File: config.mk
export PLATFORM = sky130hd
export DESIGN_NAME = wb_port_arbiter
export DESIGN_NICKNAME = d
export VERILOG_FILES = /design/src/rtl/wb_port_arbiter.sv
export SDC_FILE = /design/constraint.sdc
export NUM_CORES = 1
export LEC_CHECK = 0
export ABC_CLOCK_PERIOD_IN_PS = 8870
export CORE_ASPECT_RATIO = 1.4
export CORE_MARGIN = 5
export CORE_UTILIZATION = 35
export CTS_BUF_LIST = sky130_fd_sc_hd__clkbuf_16
export DETAILED_ROUTE_END_ITERATION = 16
export GPL_ROUTABILITY_DRIVEN = 0
export GPL_TIMING_DRIVEN = 0
export PLACE_DENSITY_LB_ADDON = 0.12
export SYNTH_ARGS = -nofsm -noshare
export SYNTH_HDL_FRONTEND = slang
export SYNTH_SLANG_ARGS = --single-unit
File: constraint.sdc
create_clock -name CLK -period 8.87 [get_ports CLK]
set_input_delay 1.774 -clock CLK [delete_from_list [all_inputs] [get_ports CLK]]
set_output_delay 1.774 -clock CLK [all_outputs]
set_load 0.005 [all_outputs]
File: src/rtl/wb_port_arbiter.sv
// wb_port_arbiter: arbitrates the single register-file write port between the
// pipeline write-back stage and a small FIFO of long-latency results
// (multiply/divide, load-miss return).
//
// Optional feature macro: WB_ARB_STARVE_EN
//   defined     -> a wait counter forces STALL_REQ once a live queued result
//                  has been denied the port MAX_WAIT times in a row.
//   not defined -> STALL_REQ is asserted only while the FIFO is full.
module wb_port_arbiter #(
  parameter int unsigned DEPTH    = 4,
  parameter int unsigned MAX_WAIT = 8
) (
  input  logic                         CLK,
  input  logic                         RESET,
  input  logic                         WB_RegWrite,
  input  logic [4:0]                   WB_RD,
  input  logic [31:0]                  WB_WDATA,
  input  logic                         LL_VALID,
  input  logic [4:0]                   LL_RD,
  input  logic [31:0]                  LL_DATA,
  output logic                         LL_READY,
  output logic                         RF_WE,
  output logic [4:0]                   RF_WA,
  output logic [31:0]                  RF_WD,
  output logic                         STALL_REQ,
  output logic [$clog2(DEPTH+1)-1:0]   LL_COUNT
);

  localparam int unsigned PW = $clog2(DEPTH);
  localparam int unsigned CW = $clog2(DEPTH+1);

  // Elaboration-time parameter sanity checks.
  if (DEPTH < 2 || (DEPTH & (DEPTH - 1)) != 0) begin : g_depth_chk
    $error("wb_port_arbiter: DEPTH must be a power of two and at least 2");
  end
  if (MAX_WAIT < 1) begin : g_wait_chk
    $error("wb_port_arbiter: MAX_WAIT must be at least 1");
  end

  // FIFO storage: each entry is {live, rd, data}.
  logic [DEPTH-1:0] r_live;
  logic [4:0]       r_rd   [DEPTH];
  logic [31:0]      r_data [DEPTH];
  logic [PW-1:0]    r_wptr;
  logic [PW-1:0]    r_rptr;
  logic [CW-1:0]    r_count;

  logic w_full;
  logic w_empty;
  logic w_wb_wr;
  logic w_head_live;
  logic w_push;
  logic w_push_live;
  logic w_pop;
  logic w_live_pop;
  logic w_starve;

  // Queue status and per-cycle grant decisions.
  always_comb begin
    w_full      = (r_count == CW'(DEPTH));
    w_empty     = (r_count == '0);
    w_wb_wr     = WB_RegWrite && (WB_RD != 5'd0);
    w_head_live = !w_empty && r_live[r_rptr];
    // LL_RD==0 transfers are accepted (handshake completes) but never stored.
    w_push      = LL_VALID && !w_full && (LL_RD != 5'd0);
    // A same-cycle pipeline write to the same register is the younger write.
    w_push_live = !(w_wb_wr && (LL_RD == WB_RD));
    // Dead heads drain unconditionally; a live head pops only when granted.
    w_pop       = !w_empty && (!r_live[r_rptr] || !w_wb_wr);
    w_live_pop  = w_pop && w_head_live;
  end

  // FIFO entry storage, kill marking and push.
  always_ff @(posedge CLK or posedge RESET) begin
    if (RESET) begin
      r_live <= '0;
      for (int unsigned i = 0; i < DEPTH; i++) begin
        r_rd[i]   <= '0;
        r_data[i] <= '0;
      end
    end else begin
      // Kill marks are applied to every slot; stale slots are harmless because
      // they are rewritten with a fresh live bit on their next push.
      if (w_wb_wr) begin
        for (int unsigned i = 0; i < DEPTH; i++) begin
          if (r_rd[i] == WB_RD) begin
            r_live[i] <= 1'b0;
          end
        end
      end
      if (w_push) begin
        r_live[r_wptr] <= w_push_live;
        r_rd[r_wptr]   <= LL_RD;
        r_data[r_wptr] <= LL_DATA;
      end
    end
  end

  // FIFO pointers and occupancy; pointers wrap modulo DEPTH.
  always_ff @(posedge CLK or posedge RESET) begin
    if (RESET) begin
      r_wptr  <= '0;
      r_rptr  <= '0;
      r_count <= '0;
    end else begin
      if (w_push) begin
        r_wptr <= r_wptr + PW'(1);
      end
      if (w_pop) begin
        r_rptr <= r_rptr + PW'(1);
      end
      r_count <= r_count + CW'(w_push) - CW'(w_pop);
    end
  end

  // Registered write port: pipeline first, then a live queued head.
  always_ff @(posedge CLK or posedge RESET) begin
    if (RESET) begin
      RF_WE <= 1'b0;
      RF_WA <= '0;
      RF_WD <= '0;
    end else if (w_wb_wr) begin
      RF_WE <= 1'b1;
      RF_WA <= WB_RD;
      RF_WD <= WB_WDATA;
    end else if (w_head_live) begin
      RF_WE <= 1'b1;
      RF_WA <= r_rd[r_rptr];
      RF_WD <= r_data[r_rptr];
    end else begin
      RF_WE <= 1'b0;
    end
  end

`ifdef WB_ARB_STARVE_EN
  localparam int unsigned WW = $clog2(MAX_WAIT + 1);

  logic [WW-1:0] r_wait;
  logic          r_starve;

  // Starvation tracking: count consecutive denials of a live head.
  always_ff @(posedge CLK or posedge RESET) begin
    if (RESET) begin
      r_wait   <= '0;
      r_starve <= 1'b0;
    end else begin
      if (w_empty || w_live_pop) begin
        r_wait <= '0;
      end else if (w_head_live && w_wb_wr && (r_wait != WW'(MAX_WAIT))) begin
        r_wait <= r_wait + WW'(1);
      end
      // The flag sets on the same edge the counter lands on MAX_WAIT.
      if (w_live_pop) begin
        r_starve <= 1'b0;
      end else if (w_head_live && w_wb_wr && (r_wait >= WW'(MAX_WAIT - 1))) begin
        r_starve <= 1'b1;
      end
    end
  end

  assign w_starve = r_starve;
`else
  assign w_starve = 1'b0;
`endif

  // Handshake and status outputs, combinational from registered state.
  always_comb begin
    LL_READY  = !w_full;
    STALL_REQ = w_full || w_starve;
    LL_COUNT  = r_count;
  end

endmodule

* Yosys cells after proc, flatten, opt, wreduce, memory -nomap -nowiden
Index checks and enable logic that the tools add are counted.
Storage, ports and cells: register bits 197, input bits 78, output and inout bits 43, logic and storage cells 80
Operators by class: add/subtract/negate cells 4, magnitude comparators 6, eq/ne operators 6, muxes and demuxes 29, bitwise operators 2, reduce and logical (&&, ||, !) cells 18
Operators with widths (number):
- $mux W32 | 5
- $bwmux W128 | 1
- $bmux W32 S2 | 1
- $demux W32 S2 | 1
- $eq A5 B5 Y1 | 5
- $mux W5 | 5
- $bwmux W20 | 1
- $bmux W5 S2 | 1
- $demux W5 S2 | 1
- $reduce_bool A5 Y1 | 2
- $logic_and A1 B1 Y1 | 8
- $mux W1 | 8
- $mux W4 | 2
- $ge A3 B3 Y1 const B | 2
- $lt A2 B3 Y1 const B | 2
- $not A2 Y3 | 2
- $logic_not A1 Y1 | 5
- $add A2 B1 Y2 const B | 2
- $bwmux W4 | 1
- $add A3 B1 Y3 | 1
- $eq A3 B3 Y1 const B | 1
- $logic_not A3 Y1 | 1
- $lt A3 B1 Y1 const B | 1
- $sub A3 B1 Y3 | 1
- other kinds (5) | 5

* Depth between registers and ports, before layout
Gate-level depths: netlist of run 1.
depth after elaboration 6, mapped depth 10, mapped depth without buffers 9

* Worst setup path after synthesis of run 1
No wires, ideal clock.
path type input -> register, start point input port WB_RD[1], end point register r_count[2], in the netlist LL_COUNT[2], arrival 3812 ps, required time 8746 ps, path slack 4935 ps, stages 10, cells stage by stage buf_4 -> or4_4 -> o211ai_1 -> and2_1 -> ha_1 -> inv_1 -> ha_1 -> fa_1 -> xor2_1 -> xnor2_1
On the way: longest elaborated chain between the ends 6
RTL lines:
- start, declared | RTL line 16 | input logic [4:0] WB_RD,
- $reduce_bool A5 Y1 | RTL line 62 | w_wb_wr = WB_RegWrite && (WB_RD != 5'd0);
- $logic_and A1 B1 Y1 | RTL line 62
- $logic_not A1 Y1 | RTL line 69 | w_pop = !w_empty && (!r_live[r_rptr] || !w_wb_wr);
- $logic_or A1 B1 Y1 | RTL line 69
- $logic_and A1 B1 Y1 | RTL line 69
- net w_pop | RTL line 54 | logic w_pop;
- $sub A3 B1 Y3 | RTL line 112 | r_count <= r_count + CW'(w_push) - CW'(w_pop);
- end signal, assigned | RTL line 112
- end, declared | RTL line 46 | logic [CW-1:0] r_count;
The timed path passes the listed nets, and every way through them passes these cells. A chain may end at the register's enable or synchronous reset.

* Worst setup path after layout of run 1
start point input port LL_RD[2], end point register r_count[2], in the netlist LL_COUNT[2]
On the way: longest elaborated chain between the ends 4
RTL lines:
- start, declared | RTL line 19 | input logic [4:0] LL_RD,
- $reduce_bool A5 Y1 | RTL line 65 | w_push = LL_VALID && !w_full && (LL_RD != 5'd0);
- $logic_and A1 B1 Y1 | RTL line 65
- $add A3 B1 Y3 | RTL line 112
- $sub A3 B1 Y3 | RTL line 112
No other way between the ends.

==> results of run 1 <==
cells in the final DEF (no fill, tap or decap), types with 10 or more instances in the layout:
cell	n
xnor2_1	18
mux4_2	38
xor2_1	12
clkbuf_16	17
dfrtp_1	197
clkdlybuf4s50_1	114
mux2_2	185
mux2_4	25
buf_2	17
inv_1	10
layer usage:
layer	vias to the layer above	share of wire [%]	global-route usage, %	wire (um)
met5	-	0.11	0	26
met4	6	1.6	4.30	367
met2	106	54	28.9	12300
met1	2808	41	18.8	9270
li1	2391	-	-	-
met3	29	3.6	3.79	826
registers in the layout, indices dropped and copies added, names as in the netlist:
| register | cells |
|---|---|
| r_data | 128 |
| RF_WD | 32 |
| r_rd | 20 |
| RF_WA | 5 |
| r_live | 4 |
| LL_COUNT | 3 |
| r_rptr | 2 |
| r_wptr | 2 |
| RF_WE | 1 |
cell families (layout without fill, tap and decap cells):
group | Yosys count | count (layout) | synth area share [%]
mux | 260 | 260 | 37.3
flops | 197 | 197 | 53.4
buf+inv | 49 | 196 | 2.91
xor+xnor | 30 | 30 | 2.85
simple gates | 23 | 23 | 1.50
compound gates | 12 | 12 | 1.04
fa+ha+maj | 7 | 7 | 1.03
worst paths after layout:
kind / to / startpoint / cells past startpoint
setup / recovery: LL_COUNT[2] / LL_RD[2] / 9
hold / removal: r_data[127] / r_data[127] / 1
setup reg to reg: RF_WD[28] / r_rptr[1] / 5
hold reg to reg: r_data[127] / r_data[127] / 1
max in group asynchronous: r_data[13] / RESET / 3
min in group asynchronous: RF_WD[4] / RESET / 2
worst max-delay path: stages:
cell             delay (ns)
clkdlybuf4s50_1        0.56
or4_4                  0.65
o211ai_1               0.44
ha_1                   0.20
inv_1                  0.04
ha_1                   0.18
fa_1                   0.38
xor2_1                 0.16
xnor2_1                0.13
where the power goes:
group	switching, mW	internal, mW	total [mW]
logic	0.698	1.17	1.87
clock network	0.389	0.435	0.824
registers	0.257	1.37	1.63
total	1.34	2.97	4.31
final cells by class:
| cell class | count | area, um^2 | share of cell area (%) |
|---|---|---|---|
| plain buffers | 38 | 228 | 1.99 |
| repair buffers | 115 | 1170 | 10.2 |
| well taps | 324 | 405 | 3.54 |
| inverters | 11 | 48.8 | 0.427 |
| clock inverters | 15 | 201 | 1.76 |
| clock buffers | 17 | 425 | 3.72 |
| flip-flops and latches | 197 | 4930 | 43.1 |
| multi-input cells | 332 | 4030 | 35.2 |
cells in the mapped netlist:
master,instances,share of area [%]
ha_1,6,0.81
and2_1,1,0.068
mux2i_1,9,0.98
nand2_4,1,0.12
xor2_1,12,1.1
o22ai_1,4,0.27
dfrtp_1,197,53
mux2_1,3,0.37
o21ai_4,1,0.18
or3_1,1,0.068
mux2_4,25,4.1
inv_1,11,0.45
mux4_2,38,9.3
clkbuf_1,7,0.28
buf_1,2,0.081
a21oi_1,1,0.054
or4_4,2,0.24
nor4_1,5,0.34
or3b_2,1,0.095
buf_4,7,0.57
nor2_1,1,0.041
mux2_2,185,23
nand3_1,6,0.33
buf_6,5,0.61
fa_1,1,0.22
o2111ai_1,4,0.38
nand2_1,5,0.20
o211ai_1,2,0.16
xnor2_1,18,1.7
buf_2,17,0.92
==> metrics.yaml, run 1 <==
outcome:
  status: "finished, final reports clean"
yosys:
  syn_area_um2: 9230
  synthCells: 578
  synth.net_count: 663
  synth_cell_types: 30
  syn_avg_cell_area_um2: 16.0
  ys_ff_latch: 197
  yosysWarnings: 0
  synth.yosys.seq_area_share_pct: 53.4
floorplanning:
  initial_core_util_pct: 35.4
  dieArea_um2: 29800
  die_y_um: 202
  placement_rows: 70
  coreArea_um2: 26100
  die_width_um: 147
  pin_count: 121
route:
  dr.pass1.iters: 4
  final_antenna_net_count: 0
  totalWireLength_um: 22700
  viasPerCell: 5.09
  drt_drc_violations_left: 0
  via_count: 5340
  wl_per_cell_um: 21.7
  first_iter_violations: 191
critical_path:
  cp_max_fo: 6
  r2r_setup_slack_ns: 6.12
  required_ns: 9.20
  worstPathArrival_ns: 4.52
  path_class: "in2reg"
  cp-end-kind: "flop"
  cp-start-kind: "primary input"
sta:
  clock_skew_ns: 0.0149
  final-hold-violation-count: 0
  max_freq_mhz: 239
  rsz0062_at_grt: "false"
  fin_hold_ws_ns: 0.499
  drv_slew: 0
  fin_ws_ns: 4.68
  fin_crit_sh_pct: 47.2
  setup_viol: 0
  worstMarginPinSlew_ns: 0.970
  relSlewSlack_pct: 35.3
  final.setup.tns_ns: 0
  period_minus_slack_ns: 4.19
clock_network:
  cts_tree: "done"
  clock-sinks: 197
  cts_buffers: 17
  insertion_delay_ns: 0.45
  post_cts_resized: 0
  cts_max_path_buffers: 2
  hold_buffers: 0
  path_clk_slew_ns: 0.07
  cts_setup_buffers: 0
  h-tree-depth: 4
  root_buffer: "clkbuf_16"
pwr:
  total_power_mw: 4.31
  power_density_nw_per_um2: 377
  ir_drop_uv: 183
  power.leakage_nw: 4.82
finish:
  finish.instance_area_um2: 11400
  drive_gt1_share_pct: 43.6
  num-fill-cells: 2368
  diodes: 0
  layout.nets: 797
  stdcell_count: 1049
  syn_to_final_growth_pct: 23.9
  fin_util_pct: 43.8
placement:
  port_buffers: 114
  dp_hpwl_um: 15900
  dp_slack_ns: 4.22
  dp.cells: 1017
  dpl_cell_area_um2: 10800
hold_path:
  worstHoldPathType: "reg2reg"
global_route:
  grt_pass1_wl_um: 36200
  antenna_found_initial: 3
  gr-total-overflow: 0
  gr-usage-all-layers_pct: 15.9
  grt_start_max_net_pins: 138
  grt_pass1_vias: 6180
run:
  maxCapViolations: 0
(Power assumes the default switching activity.)
==> run 2, diff against run 1 <==
ABC_CLOCK_PERIOD_IN_PS = 4100   (was 8870)
clock period = 4.1 ns   (was 8.87 ns; I/O delays follow)
==> metrics.yaml, run 2 (synthesized netlist as in run 1, its figures left out) <==
clock_network:
  cts_tree: "done"
  h-tree-depth: 4
  insertion_delay_ns: 0.44
  root_buffer: "clkbuf_16"
  path_clk_slew_ns: 0.07
  cts_buffers: 17
  post_cts_resized: 0
  clock-sinks: 197
  cts_setup_buffers: 0
  cts_max_path_buffers: 2
  hold_buffers: 0
hold_path:
  worstHoldPathType: "reg2reg"
  hold_depth: 1
  hold_path_end: "r_data[127]"
  hp-start: "r_data[127]"
critical_path:
  rr_endpoint: "RF_WD[29]"
  worstPathArrival_ns: 3.52
  path_class: "in2reg"
  r2r_setup_slack_ns: 1.30
  cp_max_fo: 6
  cp-end-kind: "flop"
  cp-start-kind: "primary input"
  required_ns: 4.41
  ff2ff_path_depth: 5
  r2r-start: "r_rptr[1]"
route:
  totalWireLength_um: 22400
  drt_drc_violations_left: 0
  dr.pass1.iters: 4
  viasPerCell: 5.02
  first_iter_violations: 186
  final_antenna_net_count: 0
  via_count: 5278
  wl_per_cell_um: 21.2
floorplanning:
  coreArea_um2: 26100
  pin_count: 121
  die_y_um: 202
  die_width_um: 147
  initial_core_util_pct: 35.4
  dieArea_um2: 29800
  placement_rows: 70
sta:
  max_freq_mhz: 312
  clock_skew_ns: 0.0125
  worstMarginPinSlew_ns: 0.949
  period_minus_slack_ns: 3.21
  fin_crit_sh_pct: 78.3
  relSlewSlack_pct: 36.8
  final.setup.tns_ns: 0
  drv_slew: 0
  fin_hold_ws_ns: 0.502
  final-hold-violation-count: 0
  rsz0062_at_grt: "false"
  setup_viol: 0
finish:
  finish.instance_area_um2: 11500
  final_common_cell: "dfrtp_1"
  diodes: 0
  layout_common_cells: "197 x dfrtp_1, 185 x mux2_2, 114 x clkdlybuf4s50_1, 38 x mux4_2, 25 x mux2_4"
  largest_reg_flops: 128
  regMostFlops: "r_data"
  stdcell_count: 1052
  drive_gt1_share_pct: 43.4
  syn_to_final_growth_pct: 24.5
  layout.nets: 801
  num-fill-cells: 2351
  largest_registers: "r_data x128, RF_WD x32, r_rd x20"
pwr:
  swShare_pct: 30.0
  ir_drop_uv: 399
  pwr-share-clk_pct: 19.0
  power_density_nw_per_um2: 810
  pwr-share-seq_pct: 37.7
  power.internal_mw: 6.51
  total_power_mw: 9.30
  p_comb_share_pct: 43.3
  power.leakage_nw: 4.83
  p_sw_mw: 2.79
global_route:
  gr-total-overflow: 0
  antenna_found_initial: 1
  grt_start_max_net_pins: 46
  grt_pass1_wl_um: 35200
  grt_pass1_vias: 6057
  gr-usage-all-layers_pct: 15.5
run:
  maxCapViolations: 0
placement:
  port_buffers: 114
  dp.cells: 1021
  dpl_cell_area_um2: 10900
  dp_hpwl_um: 15900
outcome:
  status: "finished, final reports clean"
[run 2: cell count changes in the layout (fill, tap and decap cells not counted), moves of 2 or more]
cell        delta
inv_8          -6
clkinv_1       +2
clkinv_2       +2
inv_6          -2
clkinv_8       -2
clkinvlp_4     +3
buf_12         +5
bufinv_16      +2
[run 2: layout make-up]
class / instances / area, um^2 / area share [%]
Buffer: 38 / 228 / 1.98
Clock buffer: 17 / 425 / 3.70
Clock inverter: 14 / 183 / 1.59
Inverter: 11 / 45.0 / 0.392
Multi-Input combinational cell: 332 / 4030 / 35.1
Sequential cell: 197 / 4930 / 42.9
Tap cell: 324 / 405 / 3.53
Timing Repair Buffer: 119 / 1240 / 10.8
[run 2: worst max path at each step]
stage	start	endpoint	slack (ns)
after floorplan	RESET	LL_COUNT[0]	0.73
after global placement	RESET	RF_WD[22]	-0.70
after detailed placement	LL_RD[2]	LL_COUNT[2]	0.39
after CTS	LL_RD[2]	LL_COUNT[2]	0.86
after global routing	LL_RD[2]	LL_COUNT[2]	0.76
final	LL_RD[2]	LL_COUNT[2]	0.89
[run 2: power groups by stage]
stage	clock network [mW]	logic [mW]	registers, mW
after floorplan	0	2.88	3.40
after global routing	1.88	4.37	3.64
after detailed placement	0	4.11	3.55
after CTS	1.81	4.13	3.51
final	1.77	4.03	3.51
after global placement	0	4.01	3.47
[run 2: metal layers]
layer | GRT usage [%] | vias up | part of all wire, %
met5 | 0 | - | 0.058
met4 | 4.20 | 2 | 1.4
met3 | 3.43 | 24 | 3.6
met2 | 26.8 | 106 | 52
met1 | 19.6 | 2755 | 43
li1 | - | 2391 | -
[run 2: metrics by stage]
step	utilization, %	worst slack [ns]
2_1_floorplan	-	0.734
4_1_cts	44.0	0.858
6_report	44.0	0.891
3_3_place_gp	41.3	-0.704
5_1_grt	44.0	0.756
3_5_place_dp	41.7	0.391
[run 2: worst max-delay path, stage by stage]
cell and delay [ns]:
clkdlybuf4s50_1 0.55, or4_4 0.65, o211ai_1 0.43, ha_1 0.19, inv_1 0.04, ha_1 0.18, fa_1 0.38, xor2_1 0.16
xnor2_1 0.13
